**config.mk**
```make
export PLATFORM = sky130hd
export DESIGN_NAME = pll_dyn_cfg_ctrl
export DESIGN_NICKNAME = d
export VERILOG_FILES = /design/src/rtl/pll_dyn_cfg_ctrl.sv
export SDC_FILE = /design/constraint.sdc
export NUM_CORES = 1
export LEC_CHECK = 0
export ABC_CLOCK_PERIOD_IN_PS = 4900
export CORE_ASPECT_RATIO = 0.6
export CORE_MARGIN = 3
export CORE_UTILIZATION = 46
export DETAILED_ROUTE_END_ITERATION = 6
export PLACE_DENSITY = 0.85
export SYNTH_ARGS = -nofsm -noshare
export SYNTH_HDL_FRONTEND = slang
export SYNTH_SLANG_ARGS = --single-unit
```
**constraint.sdc**
```tcl
create_clock -name clkin1 -period 4.9 [get_ports clkin1]
set_input_delay 0.49 -clock clkin1 [delete_from_list [all_inputs] [get_ports clkin1]]
set_output_delay 0.49 -clock clkin1 [all_outputs]
set_load 0.01 [all_outputs]
```
**src/rtl/pll_dyn_cfg_ctrl.sv**
```systemverilog
// pll_dyn_cfg_ctrl: dynamic reconfiguration sequencer for a GTP_PLL_E1 wrapper.
// Accepts a full ratio/duty/phase set over valid/ready, gates the outputs,
// drives the dynamic ports, pulses PLL reset, qualifies lock (with bounded
// retries) and re-enables the outputs. Everything runs on clkin1.
// Optional: define PLL_LOCK_WDOG_EN to auto-relock on lock loss in IDLE and
// expose an 8-bit saturating relock_cnt.
module pll_dyn_cfg_ctrl #(
  parameter int NUM_OUT      = 5,
  parameter int RATIO_W      = 10,
  parameter int PHASE_W      = 13,
  parameter int DEF_IDIV     = 2,
  parameter int DEF_FDIV     = 32,
  parameter int DEF_ODIV     = 8,
  parameter int DEF_PHASE    = 16,
  parameter int GATE_CYCLES  = 4,
  parameter int RST_CYCLES   = 64,
  parameter int LOCK_STABLE  = 1024,
  parameter int LOCK_TIMEOUT = 100000,
  parameter int MAX_RETRY    = 3
) (
  input  logic                       clkin1,
  input  logic                       rst,
  input  logic                       cfg_valid,
  output logic                       cfg_ready,
  input  logic [RATIO_W-1:0]         cfg_idiv,
  input  logic [RATIO_W-1:0]         cfg_fdiv,
  input  logic [NUM_OUT*RATIO_W-1:0] cfg_odiv,
  input  logic [NUM_OUT*RATIO_W-1:0] cfg_duty,
  input  logic [NUM_OUT*PHASE_W-1:0] cfg_phase,
  input  logic                       pll_lock,
  output logic                       pll_rst_o,
  output logic [RATIO_W-1:0]         dyn_idiv,
  output logic [RATIO_W-1:0]         dyn_fdiv,
  output logic [NUM_OUT*RATIO_W-1:0] dyn_odiv,
  output logic [NUM_OUT*RATIO_W-1:0] dyn_duty,
  output logic [NUM_OUT*PHASE_W-1:0] dyn_phase,
  output logic [NUM_OUT-1:0]         clkout_gate,
  output logic                       locked,
  output logic                       cfg_done,
  output logic                       cfg_err,
  output logic                       busy
`ifdef PLL_LOCK_WDOG_EN
  ,
  output logic [7:0]                 relock_cnt
`endif
);

  localparam int SEQ_MAX = (GATE_CYCLES > RST_CYCLES) ? GATE_CYCLES : RST_CYCLES;
  localparam int SEQ_W   = $clog2(SEQ_MAX + 1);
  localparam int TO_W    = $clog2(LOCK_TIMEOUT + 1);
  localparam int ST_W    = $clog2(LOCK_STABLE + 1);
  localparam int RTY_W   = $clog2(MAX_RETRY + 1);

  localparam logic [NUM_OUT*RATIO_W-1:0] DEF_ODIV_V  = {NUM_OUT{RATIO_W'(DEF_ODIV)}};
  localparam logic [NUM_OUT*PHASE_W-1:0] DEF_PHASE_V = {NUM_OUT{PHASE_W'(DEF_PHASE)}};

  typedef enum logic [2:0] {
    S_IDLE, S_GATE_OFF, S_RST_ASSERT, S_LOCK_WAIT, S_LOCK_QUAL, S_FAULT
  } state_t;

  state_t             state, state_nxt;
  logic [SEQ_W-1:0]   seq_cnt, seq_nxt;
  logic [TO_W-1:0]    to_cnt, to_nxt, to_inc;
  logic [ST_W-1:0]    st_cnt, st_nxt;
  logic [RTY_W-1:0]   retry, rty_nxt, rty_inc;
  logic [NUM_OUT-1:0] gate_q, gate_nxt;
  logic               locked_q, locked_nxt;
  logic               done_q, done_nxt, err_q, err_nxt;
  logic               load, tmo, to_hit;
  logic [1:0]         lock_sync;
  logic               lock_s;
  logic [NUM_OUT-1:0] ch_zero;
  logic               cfg_bad;
`ifdef PLL_LOCK_WDOG_EN
  logic               relock_inc;
`endif

  // A zero divider or duty on any channel makes the whole request unusable
  for (genvar i = 0; i < NUM_OUT; i++) begin : g_chk
    assign ch_zero[i] = (cfg_odiv[i*RATIO_W +: RATIO_W] == '0) ||
                        (cfg_duty[i*RATIO_W +: RATIO_W] == '0);
  end
  assign cfg_bad = (cfg_idiv == '0) || (cfg_fdiv == '0) || (|ch_zero);

  // Two-flop synchroniser for the asynchronous PLL LOCK
  always_ff @(posedge clkin1) begin
    if (rst) lock_sync <= '0;
    else     lock_sync <= {lock_sync[0], pll_lock};
  end
  assign lock_s = lock_sync[1];

  assign to_hit  = (to_cnt >= TO_W'(LOCK_TIMEOUT - 1));
  assign to_inc  = to_hit ? to_cnt : to_cnt + TO_W'(1);
  assign rty_inc = retry + RTY_W'(1);

  // Next-state and next-output decode
  always_comb begin
    state_nxt  = state;
    seq_nxt    = seq_cnt;
    to_nxt     = to_cnt;
    st_nxt     = st_cnt;
    rty_nxt    = retry;
    gate_nxt   = gate_q;
    locked_nxt = locked_q;
    done_nxt   = 1'b0;
    err_nxt    = 1'b0;
    load       = 1'b0;
    tmo        = 1'b0;
`ifdef PLL_LOCK_WDOG_EN
    relock_inc = 1'b0;
`endif
    case (state)
      S_IDLE, S_FAULT: begin
        if (state == S_IDLE && locked_q && !lock_s) begin
          gate_nxt   = '0;
          locked_nxt = 1'b0;
`ifdef PLL_LOCK_WDOG_EN
          state_nxt  = S_GATE_OFF;
          seq_nxt    = '0;
          rty_nxt    = '0;
          relock_inc = 1'b1;
`endif
        end
        if (cfg_valid) begin
          if (cfg_bad) begin
            err_nxt = 1'b1;
          end else begin
            load       = 1'b1;
            rty_nxt    = '0;
            seq_nxt    = '0;
            gate_nxt   = '0;
            locked_nxt = 1'b0;
            state_nxt  = S_GATE_OFF;
`ifdef PLL_LOCK_WDOG_EN
            relock_inc = 1'b0;
`endif
          end
        end
      end
      S_GATE_OFF: begin
        gate_nxt   = '0;
        locked_nxt = 1'b0;
        if (seq_cnt == SEQ_W'(GATE_CYCLES - 1)) begin
          seq_nxt   = '0;
          state_nxt = S_RST_ASSERT;
        end else begin
          seq_nxt = seq_cnt + SEQ_W'(1);
        end
      end
      S_RST_ASSERT: begin
        if (seq_cnt == SEQ_W'(RST_CYCLES - 1)) begin
          seq_nxt   = '0;
          to_nxt    = '0;
          st_nxt    = '0;
          state_nxt = S_LOCK_WAIT;
        end else begin
          seq_nxt = seq_cnt + SEQ_W'(1);
        end
      end
      S_LOCK_WAIT: begin
        if (lock_s) begin
          st_nxt    = ST_W'(1);
          to_nxt    = to_inc;
          state_nxt = S_LOCK_QUAL;
        end else if (to_hit) begin
          tmo = 1'b1;
        end else begin
          to_nxt = to_inc;
        end
      end
      S_LOCK_QUAL: begin
        if (lock_s && st_cnt >= ST_W'(LOCK_STABLE - 1)) begin
          st_nxt     = '0;
          locked_nxt = 1'b1;
          gate_nxt   = '1;
          done_nxt   = 1'b1;
          state_nxt  = S_IDLE;
        end else if (to_hit) begin
          tmo = 1'b1;
        end else if (!lock_s) begin
          st_nxt    = '0;
          to_nxt    = to_inc;
          state_nxt = S_LOCK_WAIT;
        end else begin
          st_nxt = st_cnt + ST_W'(1);
          to_nxt = to_inc;
        end
      end
      default: state_nxt = S_FAULT;
    endcase
    // An expired lock attempt either retries the reset or gives up
    if (tmo) begin
      rty_nxt = rty_inc;
      seq_nxt = '0;
      st_nxt  = '0;
      if (rty_inc < RTY_W'(MAX_RETRY)) begin
        state_nxt = S_RST_ASSERT;
      end else begin
        state_nxt = S_FAULT;
        err_nxt   = 1'b1;
      end
    end
  end

  // Sequencer state and status registers
  always_ff @(posedge clkin1) begin
    if (rst) begin
      state    <= S_RST_ASSERT;
      seq_cnt  <= '0;
      to_cnt   <= '0;
      st_cnt   <= '0;
      retry    <= '0;
      gate_q   <= '0;
      locked_q <= 1'b0;
      done_q   <= 1'b0;
      err_q    <= 1'b0;
    end else begin
      state    <= state_nxt;
      seq_cnt  <= seq_nxt;
      to_cnt   <= to_nxt;
      st_cnt   <= st_nxt;
      retry    <= rty_nxt;
      gate_q   <= gate_nxt;
      locked_q <= locked_nxt;
      done_q   <= done_nxt;
      err_q    <= err_nxt;
    end
  end

  // Dynamic port shadow: defaults after reset, request fields on accept
  always_ff @(posedge clkin1) begin
    if (rst) begin
      dyn_idiv  <= RATIO_W'(DEF_IDIV);
      dyn_fdiv  <= RATIO_W'(DEF_FDIV);
      dyn_odiv  <= DEF_ODIV_V;
      dyn_duty  <= DEF_ODIV_V;
      dyn_phase <= DEF_PHASE_V;
    end else if (load) begin
      dyn_idiv  <= cfg_idiv;
      dyn_fdiv  <= cfg_fdiv;
      dyn_odiv  <= cfg_odiv;
      dyn_duty  <= cfg_duty;
      dyn_phase <= cfg_phase;
    end
  end

`ifdef PLL_LOCK_WDOG_EN
  // Saturating count of automatic relocks
  always_ff @(posedge clkin1) begin
    if (rst)                                relock_cnt <= '0;
    else if (relock_inc && relock_cnt != 8'hFF) relock_cnt <= relock_cnt + 8'd1;
  end
`endif

  assign cfg_ready   = (state == S_IDLE) || (state == S_FAULT);
  assign busy        = !cfg_ready;
  assign pll_rst_o   = (state == S_RST_ASSERT) || (state == S_FAULT);
  assign clkout_gate = gate_q;
  assign locked      = locked_q;
  assign cfg_done    = done_q;
  assign cfg_err     = err_q;

endmodule

```
==> run_results.csv, run 1 <==
group,metric,value,unit
status,status,"complete, no violations",
clocking,path_clk_slew,0.06,ns
setup_path,cp.required,5.25,ns
clocking,cts_buffers,22,
logic_synthesis,avgSynthCellArea,7.94,um^2
die,die_h,116,um
timing,finalCritPeriodShare,0.649,
clocking,cts_sinks,235,
timing,hold_violations,0,
die,rows,39,
clocking,cts_resized,0,
setup_path,path_cells,"clkdlybuf4s50_1, nor4_1, nand3_1, nand4_1, nor4_1, nand2_4, buf_12, nand2_1, a21oi_1",
placement,gp_congestion,0.883,
timing,setup_viol,0,
setup_path,crit_buf_inv,2,
setup_path,path_delay_family,"simple AND/OR/NAND/NOR gates",
route,dr_total_vias,9539,
logic_synthesis,synth_area_leaders,"dfxtp_1, nand2_1, a21oi_1",
timing,worst_slew_pin_slew,0.926,ns
logic_synthesis,ys.flop_type,"dfxtp_1",
setup_path,crit_top_cell,"nor4_1",
timing,maxSlewHeadroom,0.377,
clocking,clkLatencyLatePin,0.51,ns
global_route,grt_pass1_wl,47.5,mm
route,drc,0,
flow_run,drv_cap,0,
global_route,grt_max_degree,149,
route,wl_per_cell,17.5,um
timing,finalClockSkew,0.0168,ns
setup_path,cp_max_fo,103,
die,ios,385,
setup_path,r2r_slack,2.10,ns
setup_path,cp.arrival,3.53,ns
logic_synthesis,ys_warn_count,0,
logic_synthesis,synth_top_area_cell,"dfxtp_1",
route,ant_nets,0,
clocking,htreeDepth,1,
logic_synthesis,yosysSeqAreaShare,0.504,
logic_synthesis,synth_nets,1369,
route,dr.pass1.iters,5,
timing,rsz0062_at_grt,"no",
route,drt_iter0_markers,653,
power,powerDensity,386,nW/um^2
cells_and_area,drive_gt1_frac,0.0464,
clocking,tritoncts,"done",
setup_path,critPathMaxStageDelay,0.84,ns
global_route,track_usage,0.266,
die,coreArea,19500,um^2
setup_path,cp-end-kind,"flip-flop",
logic_synthesis,ys_ff_latch,235,
cells_and_area,final_nets,1709,
cells_and_area,layout_common_cells,"nand2_1, clkdlybuf4s50_1, dfxtp_1, a21oi_1, nor2_1",
timing,setup_tns,0,ns
placement,dp_hpwl,23.0,mm
clocking,hold_buffers,0,
clocking,post-cts-setup-buffer-count,0,
clocking,clk_path_buf_depth,3,
placement,place_ws,1.36,ns
die,die_width,190,um
global_route,grt_overflow,0,
power,leakage,4.85,nW
placement,placed_cell_area,13300,um^2
hold_path,worst_hold_path_type,"flip-flop to flip-flop",
cells_and_area,n_antenna_cell,0,
timing,fmax,314,MHz
global_route,grt_pass1_vias,8922,
timing,final_max_slew_viol_count,0,
die,start_util,0.479,
cells_and_area,syn_to_final_growth,49.9,%
placement,portBuffers,384,
logic_synthesis,syn-cell-area,9330,um^2
timing,min_period,3.18,ns
clocking,cts_root_buffer,"clkbuf_16",
logic_synthesis,syn_inst,1176,
logic_synthesis,synthArstFlopShare,0,
power,p_total,0.00540,W
power,vdd_ir_drop_max,0.000240,V
cells_and_area,n_fill_cell,1525,
logic_synthesis,yosysTopAreaCellShare,0.504,
die,die_area,22100,um^2
logic_synthesis,ys_types,66,
timing,worst_slack,1.72,ns
route,viasPerCell,5.31,
global_route,antenna_found_initial,1,
setup_path,crit_path_start_kind,"input pin",
route,routed_wl,31.5,mm
logic_synthesis,synth_edf_count,0,
setup_path,critPathKind,"input pin to flip-flop",
cells_and_area,final_common_cell,"nand2_1",
setup_path,slowest_stage,"nor4_1",
cells_and_area,final_area,14000,um^2
-- worst min-delay path: cells and delay by family, from the launching register on --
kind             cells  cell delay [ns]
AND/OR/NAND/NOR      1             0.05
flip-flops           1             0.31
AO/OA/AOI/OAI        1             0.05
-- routing by layer --
layer | part of all wire | track usage
met1 | 0.40 | 0.332
met2 | 0.48 | 0.456
met3 | 0.090 | 0.0780
met4 | 0.027 | 0.0738
met5 | 0.00041 | 0
-- synthesized netlist by cell type, types with 6 or more instances --
library cell  count
inv_1            12
nand3b_1         19
nor2_1           47
dfxtp_1         235
nand4_1          12
nand3_1          31
a21oi_1         191
nor2b_1           6
nand2b_1         12
xor2_1            7
and2_1            8
o21ai_0          10
nor3_1            6
clkbuf_1         50
buf_2            21
nand2_1         393
xnor2_1           8
nor4_1           25
o21ai_1           8
-- state kept, by name, summed over array words and instances, names as in the netlist --
| register | count |
|---|---|
| state | 3 |
| dyn_duty | 50 |
| dyn_odiv | 50 |
| seq_cnt | 7 |
| st_cnt | 11 |
| locked | 1 |
| dyn_phase | 65 |
| cfg_err | 1 |
| dyn_fdiv | 10 |
| dyn_idiv | 10 |
| retry | 2 |
| cfg_done | 1 |
| to_cnt | 17 |
| clkout_gate | 5 |
| lock_sync | 2 |
-- final cells by class --
| class | instances | area [um^2] | area share |
|---|---|---|---|
| clock buffer | 33 | 663 | 0.0474 |
| clock inverter | 5 | 50.0 | 0.00358 |
| inverter | 13 | 48.8 | 0.00349 |
| multi-input combinational | 854 | 4280 | 0.306 |
| sequential | 235 | 4700 | 0.336 |
| tap | 266 | 333 | 0.0238 |
| timing repair buffer | 390 | 3920 | 0.280 |
-- final timing paths --
kind | startpoint | end | cells after the start
max | cfg_odiv[20] | dyn_odiv[25]$_SDFFE_PP0P_ | 9
max reg2reg | st_cnt[0]$_SDFFE_PP0P_ | st_cnt[10]$_SDFFE_PP0P_ | 7
min | dyn_phase[55]$_SDFFE_PP0P_ | dyn_phase[55]$_SDFFE_PP0P_ | 2
min reg2reg | dyn_phase[55]$_SDFFE_PP0P_ | dyn_phase[55]$_SDFFE_PP0P_ | 2
-- cell families after synthesis --
| family | share of synthesized area |
|---|---|
| simple gates | 0.282 |
| flops | 0.504 |
| xor+xnor | 0.0141 |
| mux | 0.00402 |
| compound gates | 0.151 |
| buf+inv | 0.0390 |
| fa+ha+maj | 0.00536 |
-- stage by stage --
stage                     std cells  hold WS (ns)   util
after floorplan                1176         0.414      -
after global placement         1758         0.431  0.682
after detailed placement       1758         0.439  0.682
after CTS                      1796         0.454  0.719
after global routing           1796         0.462  0.719
final                          1796         0.454  0.719
-- power by group --
group          switching, W  internal, W  total [W]
Sequential         0.000137      0.00213    0.00226
Combinational      0.000741     0.000688    0.00143
Clock              0.000720     0.000985    0.00171
Total               0.00160      0.00380    0.00540
No activity file was read; power rests on OpenSTA's default activity.
==> run 2, diff against run 1 <==
- ABC_CLOCK_PERIOD_IN_PS: 4900 -> 3200
- CORE_UTILIZATION: 46 -> 43
- PLACE_DENSITY: 0.85 -> 0.8
- clock period: 4.9 -> 3.2 ns (I/O delays scaled with it)
==> run 2 against run 1 <==
- register-to-register slack got worse by 1.6 ns
- critical path depth is 1 lower
- clock skew down 0.0040 ns
==> run_results.csv, run 2 (synthesized netlist as in run 1, its figures left out) <==
group,metric,value,unit
route,drt_iter0_markers,704,
power,vdd_ir_drop_max,0.000364,V
clocking,cts_buffers,22,
cells_and_area,largest_reg_flops,65,
power,power.clock.fraction,0.338,
clocking,htreeDepth,1,
die,ios,385,
placement,portBuffers,384,
clocking,cts_root_buffer,"clkbuf_16",
die,die_h,120,um
clocking,cts_resized,0,
timing,worst_slack,0.519,ns
timing,setup_tns,0,ns
hold_path,hp-start,"rst",
cells_and_area,top_register,"dyn_phase",
cells_and_area,layout_common_cells,"nand2_1, clkdlybuf4s50_1, dfxtp_1, a21oi_1, nor2_1",
placement,dp_cells,1781,
timing,fmax,373,MHz
clocking,hold_buffers,0,
setup_path,cp.arrival,3.10,ns
global_route,grt_pass1_vias,9091,
global_route,grt_pass1_wl,48.5,mm
timing,hold_violations,0,
timing,finalCritPeriodShare,0.838,
die,die_width,196,um
placement,dp_hpwl,23.5,mm
die,start_util,0.441,
power,internal_power,0.00613,W
timing,rsz0062_at_grt,"no",
global_route,grt_max_degree,111,
route,drc,0,
status,status,"complete, no violations",
timing,final_max_slew_viol_count,0,
timing,maxSlewHeadroom,0.369,
power,seqPwrFrac,0.401,
placement,gp_congestion,0.873,
cells_and_area,final_nets,1719,
global_route,track_usage,0.254,
cells_and_area,reg_top3,"dyn_phase (65), dyn_duty (50), dyn_odiv (50)",
setup_path,cp.required,3.62,ns
setup_path,cp-end-kind,"flip-flop",
clocking,clkLatencyLatePin,0.51,ns
setup_path,crit_path_start_kind,"flip-flop",
setup_path,critPathKind,"flip-flop to flip-flop",
timing,min_period,2.68,ns
setup_path,startpoint,"to_cnt[1]$_SDFFE_PP0P_",
cells_and_area,n_antenna_cell,0,
cells_and_area,n_fill_cell,1756,
clocking,tritoncts,"done",
route,wl_per_cell,17.5,um
die,die_area,23600,um^2
setup_path,cp_max_fo,13,
cells_and_area,fin_cells,1821,
clocking,post-cts-setup-buffer-count,0,
global_route,antenna_found_initial,4,
timing,worst_slew_pin_slew,0.946,ns
placement,place_ws,0.137,ns
die,rows,41,
cells_and_area,final_common_cell,"nand2_1",
clocking,cts_sinks,235,
route,routed_wl,31.8,mm
route,viasPerCell,5.25,
clocking,path_clk_slew,0.07,ns
clocking,clk_path_buf_depth,3,
cells_and_area,syn_to_final_growth,52.7,%
global_route,grt_overflow,0,
power,powerDensity,606,nW/um^2
power,p_switching,0.00251,W
die,coreArea,21200,um^2
route,ant_nets,0,
power,leakage,4.97,nW
timing,setup_viol,0,
timing,finalClockSkew,0.0128,ns
power,p_sw_frac,0.290,
hold_path,worst_hold_path_type,"input pin to flip-flop",
route,dr_total_vias,9552,
flow_run,drv_cap,0,
cells_and_area,drive_gt1_frac,0.0545,
route,dr.pass1.iters,4,
cells_and_area,final_util,0.673,
power,combinationalPowerShare,0.262,
setup_path,r2r_start,"to_cnt[1]$_SDFFE_PP0P_",
## run 2: cell count changes in the layout (fill, tap and decap cells not counted), sizes merged
cell	previous run	this run
bufinv	1	5
clkinv	4	5
clkbuf	33	30
buf	7	17
## run 2: power by group through the flow
| stage | Sequential, W | Clock (W) | Combinational (W) |
|---|---|---|---|
| CTS | 0.00346 | 0.00297 | 0.00226 |
| floorplan | 0.00362 | 0 | 0.000918 |
| global route | 0.00351 | 0.00308 | 0.00245 |
| detailed placement | 0.00352 | 0 | 0.00225 |
| finish | 0.00346 | 0.00292 | 0.00226 |
| global placement | 0.00351 | 0 | 0.00222 |
## run 2: cell type report
class / count / area, um^2 / share of cell area
sequential: 235 / 4700 / 0.330
timing repair buffer: 400 / 4070 / 0.285
inverter: 13 / 48.8 / 0.00342
clock buffer: 30 / 621 / 0.0435
tap: 279 / 349 / 0.0245
clock inverter: 10 / 190 / 0.0133
multi-input combinational: 854 / 4280 / 0.300
## run 2: final timing paths
path                                   to  slack, ns  cells after the start
setup / recovery    state[2]$_SDFFE_PP0P_       0.52                      8
hold / removal      state[1]$_SDFFE_PP1P_       0.09                      3
setup reg to reg    state[2]$_SDFFE_PP0P_       0.52                      8
hold reg to reg   lock_sync[1]$_SDFF_PP0_       0.45                      1
## run 2: routing by layer
metal,wire length [um],up-vias,share of wire,GRT usage
met5,50,-,0.0016,0
met4,877,8,0.028,0.0717
met3,2930,68,0.092,0.0797
met2,14600,361,0.46,0.418
met1,13400,4462,0.42,0.323
li1,-,4653,-,-
## run 2: worst max-delay path, stage by stage, from the launching register on
cell,delay (ns)
dfxtp_1,0.40
ha_1,0.35
or3b_1,0.40
a21oi_2,0.18
o311a_4,0.24
o21a_4,0.27
o221ai_1,0.26
and2_1,0.26
o31ai_1,0.22
## run 2: through the flow
step | total power, W | cell area, um^2 | hold WS, ns
3_3_place_gp | 0.00572 | 13400 | 0.425
6_report | 0.00864 | 14300 | 0.0870
5_1_grt | 0.00904 | 14300 | 0.0953
4_1_cts | 0.00870 | 14300 | 0.0577
2_1_floorplan | 0.00454 | 9330 | 0.414
3_5_place_dp | 0.00577 | 13400 | 0.433
